--- config.mk ---
export PLATFORM = sky130hd
export DESIGN_NAME = serial_comparator
export DESIGN_NICKNAME = d
export VERILOG_FILES = /design/src/rtl/serial_comparator.sv
export SDC_FILE = /design/constraint.sdc
export NUM_CORES = 1
export LEC_CHECK = 0
export ABC_AREA = 1
export BUFFER_PORTS_ARGS = -buffer_cell sky130_fd_sc_hd__buf_2
export CAP_MARGIN = 20
export CORE_MARGIN = 1
export CORE_UTILIZATION = 50
export CTS_BUF_LIST = sky130_fd_sc_hd__clkbuf_8
export DETAILED_ROUTE_END_ITERATION = 6
export PLACE_DENSITY = 0.83
export SYNTH_ARGS = -nofsm -noshare
export SYNTH_HDL_FRONTEND = slang
export SYNTH_SLANG_ARGS = --single-unit
export TNS_END_PERCENT = 5
--- constraint.sdc ---
create_clock -name clk -period 5.04 [get_ports clk]
set_input_delay 0.252 -clock clk [delete_from_list [all_inputs] [get_ports clk]]
set_output_delay 0.252 -clock clk [all_outputs]
set_load 0.05 [all_outputs]
--- src/rtl/serial_comparator.sv ---
// Multi-cycle MSB-first magnitude comparator: walks WIDTH-bit operands DIGIT bits per clock
// and stops at the first differing chunk, reporting bigger/equal/smallest with a done pulse.
module serial_comparator #(
  parameter int unsigned WIDTH = 16,
  parameter int unsigned DIGIT = 4
) (
  input  logic             clk,
  input  logic             rst_n,
  input  logic             start,
  input  logic             is_signed,
  input  logic [WIDTH-1:0] A,
  input  logic [WIDTH-1:0] B,
  output logic             busy,
  output logic             done,
  output logic             bigger,
  output logic             equal,
  output logic             smallest
);

  localparam int unsigned N    = WIDTH / DIGIT;
  localparam int unsigned IdxW = (N > 1) ? $clog2(N) : 1;
  localparam logic [IdxW-1:0] IdxLast = IdxW'(N - 1);

  localparam logic [1:0] IDLE = 2'd0;
  localparam logic [1:0] RUN  = 2'd1;
  localparam logic [1:0] DONE = 2'd2;

  logic [1:0]       state_q, state_d;
  logic [IdxW-1:0]  idx_q, idx_d;
  logic [WIDTH-1:0] a_q, a_d, b_q, b_d;
  logic             bigger_q, bigger_d;
  logic             equal_q, equal_d;
  logic             smallest_q, smallest_d;
  logic [DIGIT-1:0] a_chunk, b_chunk;
  logic [WIDTH-1:0] sign_flip;

  // Flipping the MSB of both operands maps two's-complement order onto unsigned order.
  assign sign_flip = {is_signed, {(WIDTH-1){1'b0}}};

  always_comb begin
    a_chunk = '0;
    b_chunk = '0;
    for (int unsigned i = 0; i < N; i++) begin
      if (idx_q == IdxW'(i)) begin
        a_chunk = a_q[i*DIGIT +: DIGIT];
        b_chunk = b_q[i*DIGIT +: DIGIT];
      end
    end
  end

  always_comb begin
    state_d    = state_q;
    idx_d      = idx_q;
    a_d        = a_q;
    b_d        = b_q;
    bigger_d   = bigger_q;
    equal_d    = equal_q;
    smallest_d = smallest_q;
    case (state_q)
      IDLE: begin
        if (start) begin
          a_d     = A ^ sign_flip;
          b_d     = B ^ sign_flip;
          idx_d   = IdxLast;
          state_d = RUN;
        end
      end
      RUN: begin
        if (a_chunk > b_chunk) begin
          bigger_d   = 1'b1;
          equal_d    = 1'b0;
          smallest_d = 1'b0;
          state_d    = DONE;
        end else if (a_chunk < b_chunk) begin
          bigger_d   = 1'b0;
          equal_d    = 1'b0;
          smallest_d = 1'b1;
          state_d    = DONE;
        end else if (idx_q == '0) begin
          bigger_d   = 1'b0;
          equal_d    = 1'b1;
          smallest_d = 1'b0;
          state_d    = DONE;
        end else begin
          idx_d = idx_q - 1'b1;
        end
      end
      DONE:    state_d = IDLE;
      default: state_d = IDLE;
    endcase
  end

  always_ff @(posedge clk or negedge rst_n) begin
    if (!rst_n) begin
      state_q    <= IDLE;
      idx_q      <= '0;
      a_q        <= '0;
      b_q        <= '0;
      bigger_q   <= 1'b0;
      equal_q    <= 1'b0;
      smallest_q <= 1'b0;
    end else begin
      state_q    <= state_d;
      idx_q      <= idx_d;
      a_q        <= a_d;
      b_q        <= b_d;
      bigger_q   <= bigger_d;
      equal_q    <= equal_d;
      smallest_q <= smallest_d;
    end
  end

  assign busy     = (state_q != IDLE);
  assign done     = (state_q == DONE);
  assign bigger   = bigger_q;
  assign equal    = equal_q;
  assign smallest = smallest_q;

endmodule

==> impl_metrics.toml, run 1 <==
[layout]
regArea_um2 = 976
layout_common_cells = "130 x nand2_1, 40 x buf_2, 39 x dfrtp_1"
num-nets-final = 336
n_antenna_cell = 0
n_fill_cell = 372
syn2layout_area_growth_pct = 13.7
final_common_cell = "nand2_1"
drive_gt1_frac = 0.195
final_area_mm2 = 0.00227
multiInputGateArea_um2 = 872

[clock_network]
clkLatencyLatePin_ns = 0.29
postCtsHoldBufs = 0
cts_buffer_depth = 2
clock-sinks = 39
clk_pin_slew_ns = 0.07
numCtsBuffers = 5
root_buffer = "clkbuf_8"
htreeDepth = 2
cts_tree = "yes"
postCtsSetupRepairBufs = 0
ctsResizeCount = 0

[sta]
setup_violations = 0
worst_slack_ns = 2.51
slew-limit-headroom = 0.438
fmax_ghz = 0.396
fin_crit_sh = 0.501
setup_tns_ns = 0
rsz0062_at_grt = "false"
worstMarginPinSlew_ns = 0.843
clock_skew_ns = 0.00519
min_period_ns = 2.53
drv_slew = 0
hold_viol = 0

[floorplan]
die_h_um = 65.2
die-area_mm2 = 0.00425
pin_count = 41
start_util = 0.533
rows = 22
core_area_mm2 = 0.00374
die_w_um = 65.2

[logic_synthesis]
ys_types = 18
synth_nets = 299
synth_area_leaders = "dfrtp_1 49%, nand2_1 24%, ha_1 5.0%"
ys_seq_elements = 39
syn_area_per_cell_um2 = 7.83
postSynthCellCount = 255
yosys_warnings = 0
syn_area_mm2 = 0.00200
yosysTopAreaCellShare = 0.489
synth.yosys.seq_area_share = 0.489
yosys.area.top_type = "dfrtp_1"

[setup_path]
critPathLaunch = "idx_q[0]"
reg2reg_depth = 13
path_max_fanout = 11
critPathRequiredTime_ns = 5.22
critical_path_class = "flop to flop"
cp-start-kind = "flop"
reg2reg_setup_slack_ns = 2.51
cp_data_arrival_time_ns = 2.71
cp-end-kind = "flop"
crit_end = "equal"
timing.rr.end = "equal"
r2r_start = "idx_q[0]"

[routing]
drt_iter0_drc = 74
ant_nets = 0
via_per_inst = 4.94
num_vias = 1684
drt-wirelength-per-cell_um = 11.4
drt_wl_total_mm = 3.89
drc_errors = 0
firstDrtPassIters = 4

[pwr]
seq_power_share = 0.350
p_switching_mw = 0.735
internal-power_mw = 0.859
comb_power_share = 0.508
total_power_mw = 1.59
clock_power_share = 0.142
p_leak_nw = 1.28
sw_frac_of_total = 0.461
vdd_drop_max_uv = 377
p_per_area_mw_per_mm2 = 703

[grt]
overflow = 0
grt_pass1_wl_mm = 6.95
grt_pass1_vias = 1590
track_usage = 0.217
antenna_found_initial = 0
grt_max_degree = 40

[place]
post_dp_cell_area_mm2 = 0.00217
dp_hpwl_mm = 2.73
portBuffers = 40
dpl_worst_slack_ns = 2.56
place.gp.congestion = 0.825

[worst_hold_path]
hold_path.class = "primary input to asynchronous set/reset pin"

[run_status]
status = "finished clean"

[run]
drv_cap = 0
## final cells by class
cell class,instances,share of cell area
Sequential cell,39,0.430
Clock buffer,7,0.0424
Multi-Input combinational cell,191,0.384
Inverter,14,0.0237
Clock inverter,1,0.00165
Timing Repair Buffer,41,0.0915
Tap cell,48,0.0265
## how the worst min path moves through the flow
stage / end / slack, ns / cells after the start
global placement: a_q[7] / 0.40 / 1
CTS: a_q[6] / 0.09 / 1
global route: a_q[6] / 0.12 / 1
floorplan: a_q[0] / -0.04 / 0
finish: a_q[5] / 0.06 / 1
detailed placement: a_q[6] / 0.40 / 1
## kinds of logic (layout without fill, tap and decap cells)
group	after synthesis	count (layout)	synth area share
simple gates	154	154	0.310
flops	39	39	0.489
compound gates	27	27	0.0677
buf+inv	25	63	0.0746
fa+ha+maj	8	8	0.0501
xor+xnor	2	2	0.00877
## state kept, by name, summed over array words and instances (netlist names)
signal    count
a_q          16
b_q          16
idx_q         2
state_q       2
bigger        1
equal         1
smallest      1
## worst max-delay path, cell delays in order, from the launching register on
cell,delay (ns)
dfrtp_1,0.43
inv_1,0.10
ha_1,0.40
nand2_1,0.08
o21ai_0,0.27
nand2_1,0.09
a21oi_1,0.14
ha_1,0.27
a21oi_1,0.23
nand2_2,0.12
nand3_1,0.10
nand2_2,0.08
nand2_1,0.06
nand2_1,0.04
## power groups by stage
| stage | sequential, mW | clock (mW) | combinational [mW] |
|---|---|---|---|
| 3_3_place_gp | 0.560 | 0 | 0.778 |
| 5_1_grt | 0.578 | 0.245 | 0.941 |
| 2_1_floorplan | 0.561 | 0 | 0.663 |
| 4_1_cts | 0.557 | 0.229 | 0.813 |
| 3_5_place_dp | 0.558 | 0 | 0.809 |
| 6_report | 0.557 | 0.227 | 0.810 |
## metrics by stage
step | hold slack, ns | utilization | instances
floorplan | -0.0436 | - | 255
global placement | 0.400 | 0.580 | 333
detailed placement | 0.400 | 0.580 | 333
CTS | 0.0904 | 0.606 | 341
global route | 0.120 | 0.606 | 341
finish | 0.0589 | 0.606 | 341
## synth_stat cells
library cell,n
clkinv_2,1
nor2_1,7
buf_4,6
nor2_2,1
nand3_1,8
nand3_2,1
buf_2,1
dfrtp_1,39
a21oi_1,13
ha_1,8
buf_6,4
nand4_1,1
inv_1,13
xnor2_1,2
nor2_4,1
nand2_1,130
o21ai_0,14
nand2_2,5
## metal layers
layer | global-route usage | vias to the layer above | wire length [um]
met5 | 0 | - | 0
met4 | 0.0924 | 0 | 73
met3 | 0.0556 | 10 | 172
met2 | 0.330 | 45 | 1750
met1 | 0.293 | 770 | 1900
li1 | - | 859 | -
No activity file was read; power rests on OpenSTA's default activity.
==> inputs of run 2 (changes only) <==
- ABC_AREA: 1 -> 0
- PLACE_DENSITY: 0.83 -> 0.86
- clock period: 5.04 -> 2.25 ns (I/O delays scaled with it)
==> run 2 against run 1 <==
The flow now finishes with violations (negative setup slack). Via count is 17% lower. Worst hold slack worse by 0.016 ns. Utilization up 6.5 points. Combinational power up 120%. Power rose by 120%. Synthesized cell count fell by 39%. Worst setup slack worse by 2.9 ns. Cell area up 9.1%. Register-to-register slack worse by 2.9 ns. Clock power grew 93%. Sequential share of layout area is 3.5 points lower. Die area fell by 2.6%.
==> impl_metrics.toml, run 2 <==
[pwr]
comb_power_share = 0.510
p_per_area_mw_per_mm2 = 1430
p_leak_nw = 1.08
seq_power_share = 0.366
internal-power_mw = 2.13
p_switching_mw = 1.40
total_power_mw = 3.53
clock_power_share = 0.124
sw_frac_of_total = 0.398
vdd_drop_max_uv = 655

[setup_path]
cp-end-kind = "flop"
cp_data_arrival_time_ns = 2.82
critPathLaunch = "idx_q[0]"
reg2reg_depth = 11
critPathRequiredTime_ns = 2.46
path_max_fanout = 4
critical_path_class = "flop to flop"
cp-start-kind = "flop"
r2r_start = "idx_q[0]"

[place]
place.gp.congestion = 0.794
portBuffers = 40
dp_hpwl_mm = 2.65
dpl_worst_slack_ns = -0.454
post_dp_cell_area_mm2 = 0.00229

[routing]
num_vias = 1395
drt_iter0_drc = 26
drt_wl_total_mm = 3.85
drc_errors = 0
firstDrtPassIters = 4
via_per_inst = 5.41
highest_layer = "met4"
drt-wirelength-per-cell_um = 14.9
ant_nets = 0
routed-wl-met2_mm = 1.90
wl_met3_um = 192
wl_met1_mm = 1.63

[clock_network]
clock-sinks = 39
clk_pin_slew_ns = 0.07
root_buffer = "clkbuf_8"
clkLatencyLatePin_ns = 0.30
htreeDepth = 2
numCtsBuffers = 5
cts_tree = "yes"
cts_buffer_depth = 2

[logic_synthesis]
synth_area_leaders = "dfrtp_1 50%, mux2_2 17%, ha_1 5.2%"
syn_area_per_cell_um2 = 12.5
yosysMostFrequentCell = "dfrtp_1"
synth_nets = 200
synth-async-reset-ratio = 1.00
synth.yosys.seq_area_share = 0.502
ys_seq_elements = 39
synth_edf_count = 0
ys_types = 29
synth_common_cells = "39 x dfrtp_1, 29 x mux2_2, 13 x a21oi_1"
syn_area_mm2 = 0.00194
ys_dominant_reg_cell = "dfrtp_1"
yosys.area.top_type = "dfrtp_1"
yosysTopAreaCellShare = 0.502
yosys_warnings = 0
postSynthCellCount = 156

[floorplan]
die_h_um = 64.3
die_w_um = 64.3
die-area_mm2 = 0.00414
core_area_mm2 = 0.00369
rows = 22
pin_count = 41
start_util = 0.527

[sta]
hold_ws_ns = 0.0430
fmax_ghz = 0.384
setup_violations = 7
worstMarginPinSlew_ns = 0.825
rsz0062_at_grt = "true"
clock_skew_ns = 0.00630
worst_slack_ns = -0.351
min_period_ns = 2.60
hold_viol = 0
drv_slew = 0
slew-limit-headroom = 0.450
fin_crit_sh = 1.16

[layout]
final_area_mm2 = 0.00248
num-nets-final = 253
n_fill_cell = 295
layout_common_cells = "40 x buf_2, 38 x dfrtp_1, 29 x mux2_2"
drive_gt1_frac = 0.548
reg_top3 = "a_q x16, b_q x16"
n_antenna_cell = 0
syn2layout_area_growth_pct = 27.4
final_common_cell = "buf_2"

[grt]
grt_pass1_vias = 1396
grt_max_degree = 40
track_usage = 0.206
antenna_found_initial = 0
overflow = 0
grt_pass1_wl_mm = 6.26

[worst_hold_path]
hp-start = "B[10]"
hold_path.class = "primary input to flop"
min_delay_path_depth = 2

[run]
drv_cap = 0

[run_status]
violations = "negative setup slack"
status = "finished, violations left"
run 2: cell types whose count changed after synthesis, sizes merged, moves of 7 or more:
cell / previous run / this run
mux2: 0 / 30
nor2b: 0 / 10
nand2: 135 / 7
o21ai: 14 / 3
buf: 11 / 4
inv: 13 / 3
a221oi: 0 / 7
nand3: 9 / 0
run 2: cell families after synthesis:
kind of cell               after synthesis  share of synthesized area
DFF                                     39                      0.502
muxes                                   32                      0.184
and+or+nand+nor                         34                      0.105
adders and majority gates                8                     0.0515
xor gates and xnor gates                 2                    0.00902
AOI/OAI and AO/OA                       30                      0.115
buffers and inverters                   11                     0.0335
run 2: final cells by class:
cell class,instances,area [um2],share of cell area
inverter,3,13.8,0.00556
sequential,39,977,0.395
clock inverter,3,12.5,0.00505
multi-input combinational,106,1030,0.415
tap,48,60.1,0.0243
clock buffer,5,68.8,0.0278
timing repair buffer,54,315,0.127
run 2: power groups by stage:
stage          Clock (mW)  Sequential (mW)  Combinational [mW]
5_1_grt             0.474             1.33                1.97
3_3_place_gp            0             1.27                1.57
6_report            0.437             1.29                1.80
2_1_floorplan           0             1.25                1.19
4_1_cts             0.447             1.28                1.64
3_5_place_dp            0             1.28                1.63
run 2: layer usage:
metal | up-vias | global-route usage
li1 | 670 | -
met1 | 667 | 0.254
met2 | 46 | 0.326
met3 | 12 | 0.0500
met4 | 0 | 0.122
met5 | - | 0
run 2: stage by stage:
stage	instances	setup TNS (ns)	util
detailed placement	249	-2.42	0.620
floorplan	156	-1.24	-
global route	258	-2.65	0.671
global placement	249	-1.98	0.620
finish	258	-1.85	0.671
CTS	258	-1.57	0.654
run 2: final timing paths:
path | end | slack [ns]
min reg2reg | a_q[12] | 0.51
max in group asynchronous | idx_q[0] | 1.24
min in group asynchronous | a_q[4] | 0.45
max | idx_q[0] | -0.35
max reg2reg | idx_q[0] | -0.35
min | b_q[10] | 0.04
run 2: repair_timing:
item | in CTS | in global routing
setup buffers | 1 | 0
setup endpoints to repair | 7 | 7
hold buffers | 1 | 0
endpoints found under the hold margin | 39 | 0
pin swaps | 7 | 3
resized for setup | 8 | 13
run 2: worst max-delay path, cell delays in order (launching register included):
cell	delay, ns
dfrtp_2	0.42
inv_4	0.06
ha_4	0.15
nor2b_4	0.12
buf_6	0.12
a221oi_2	0.29
o31ai_1	0.15
ha_1	0.19
and2b_1	0.23
o211ai_4	0.12
a2111oi_4	0.41
mux2i_1	0.24
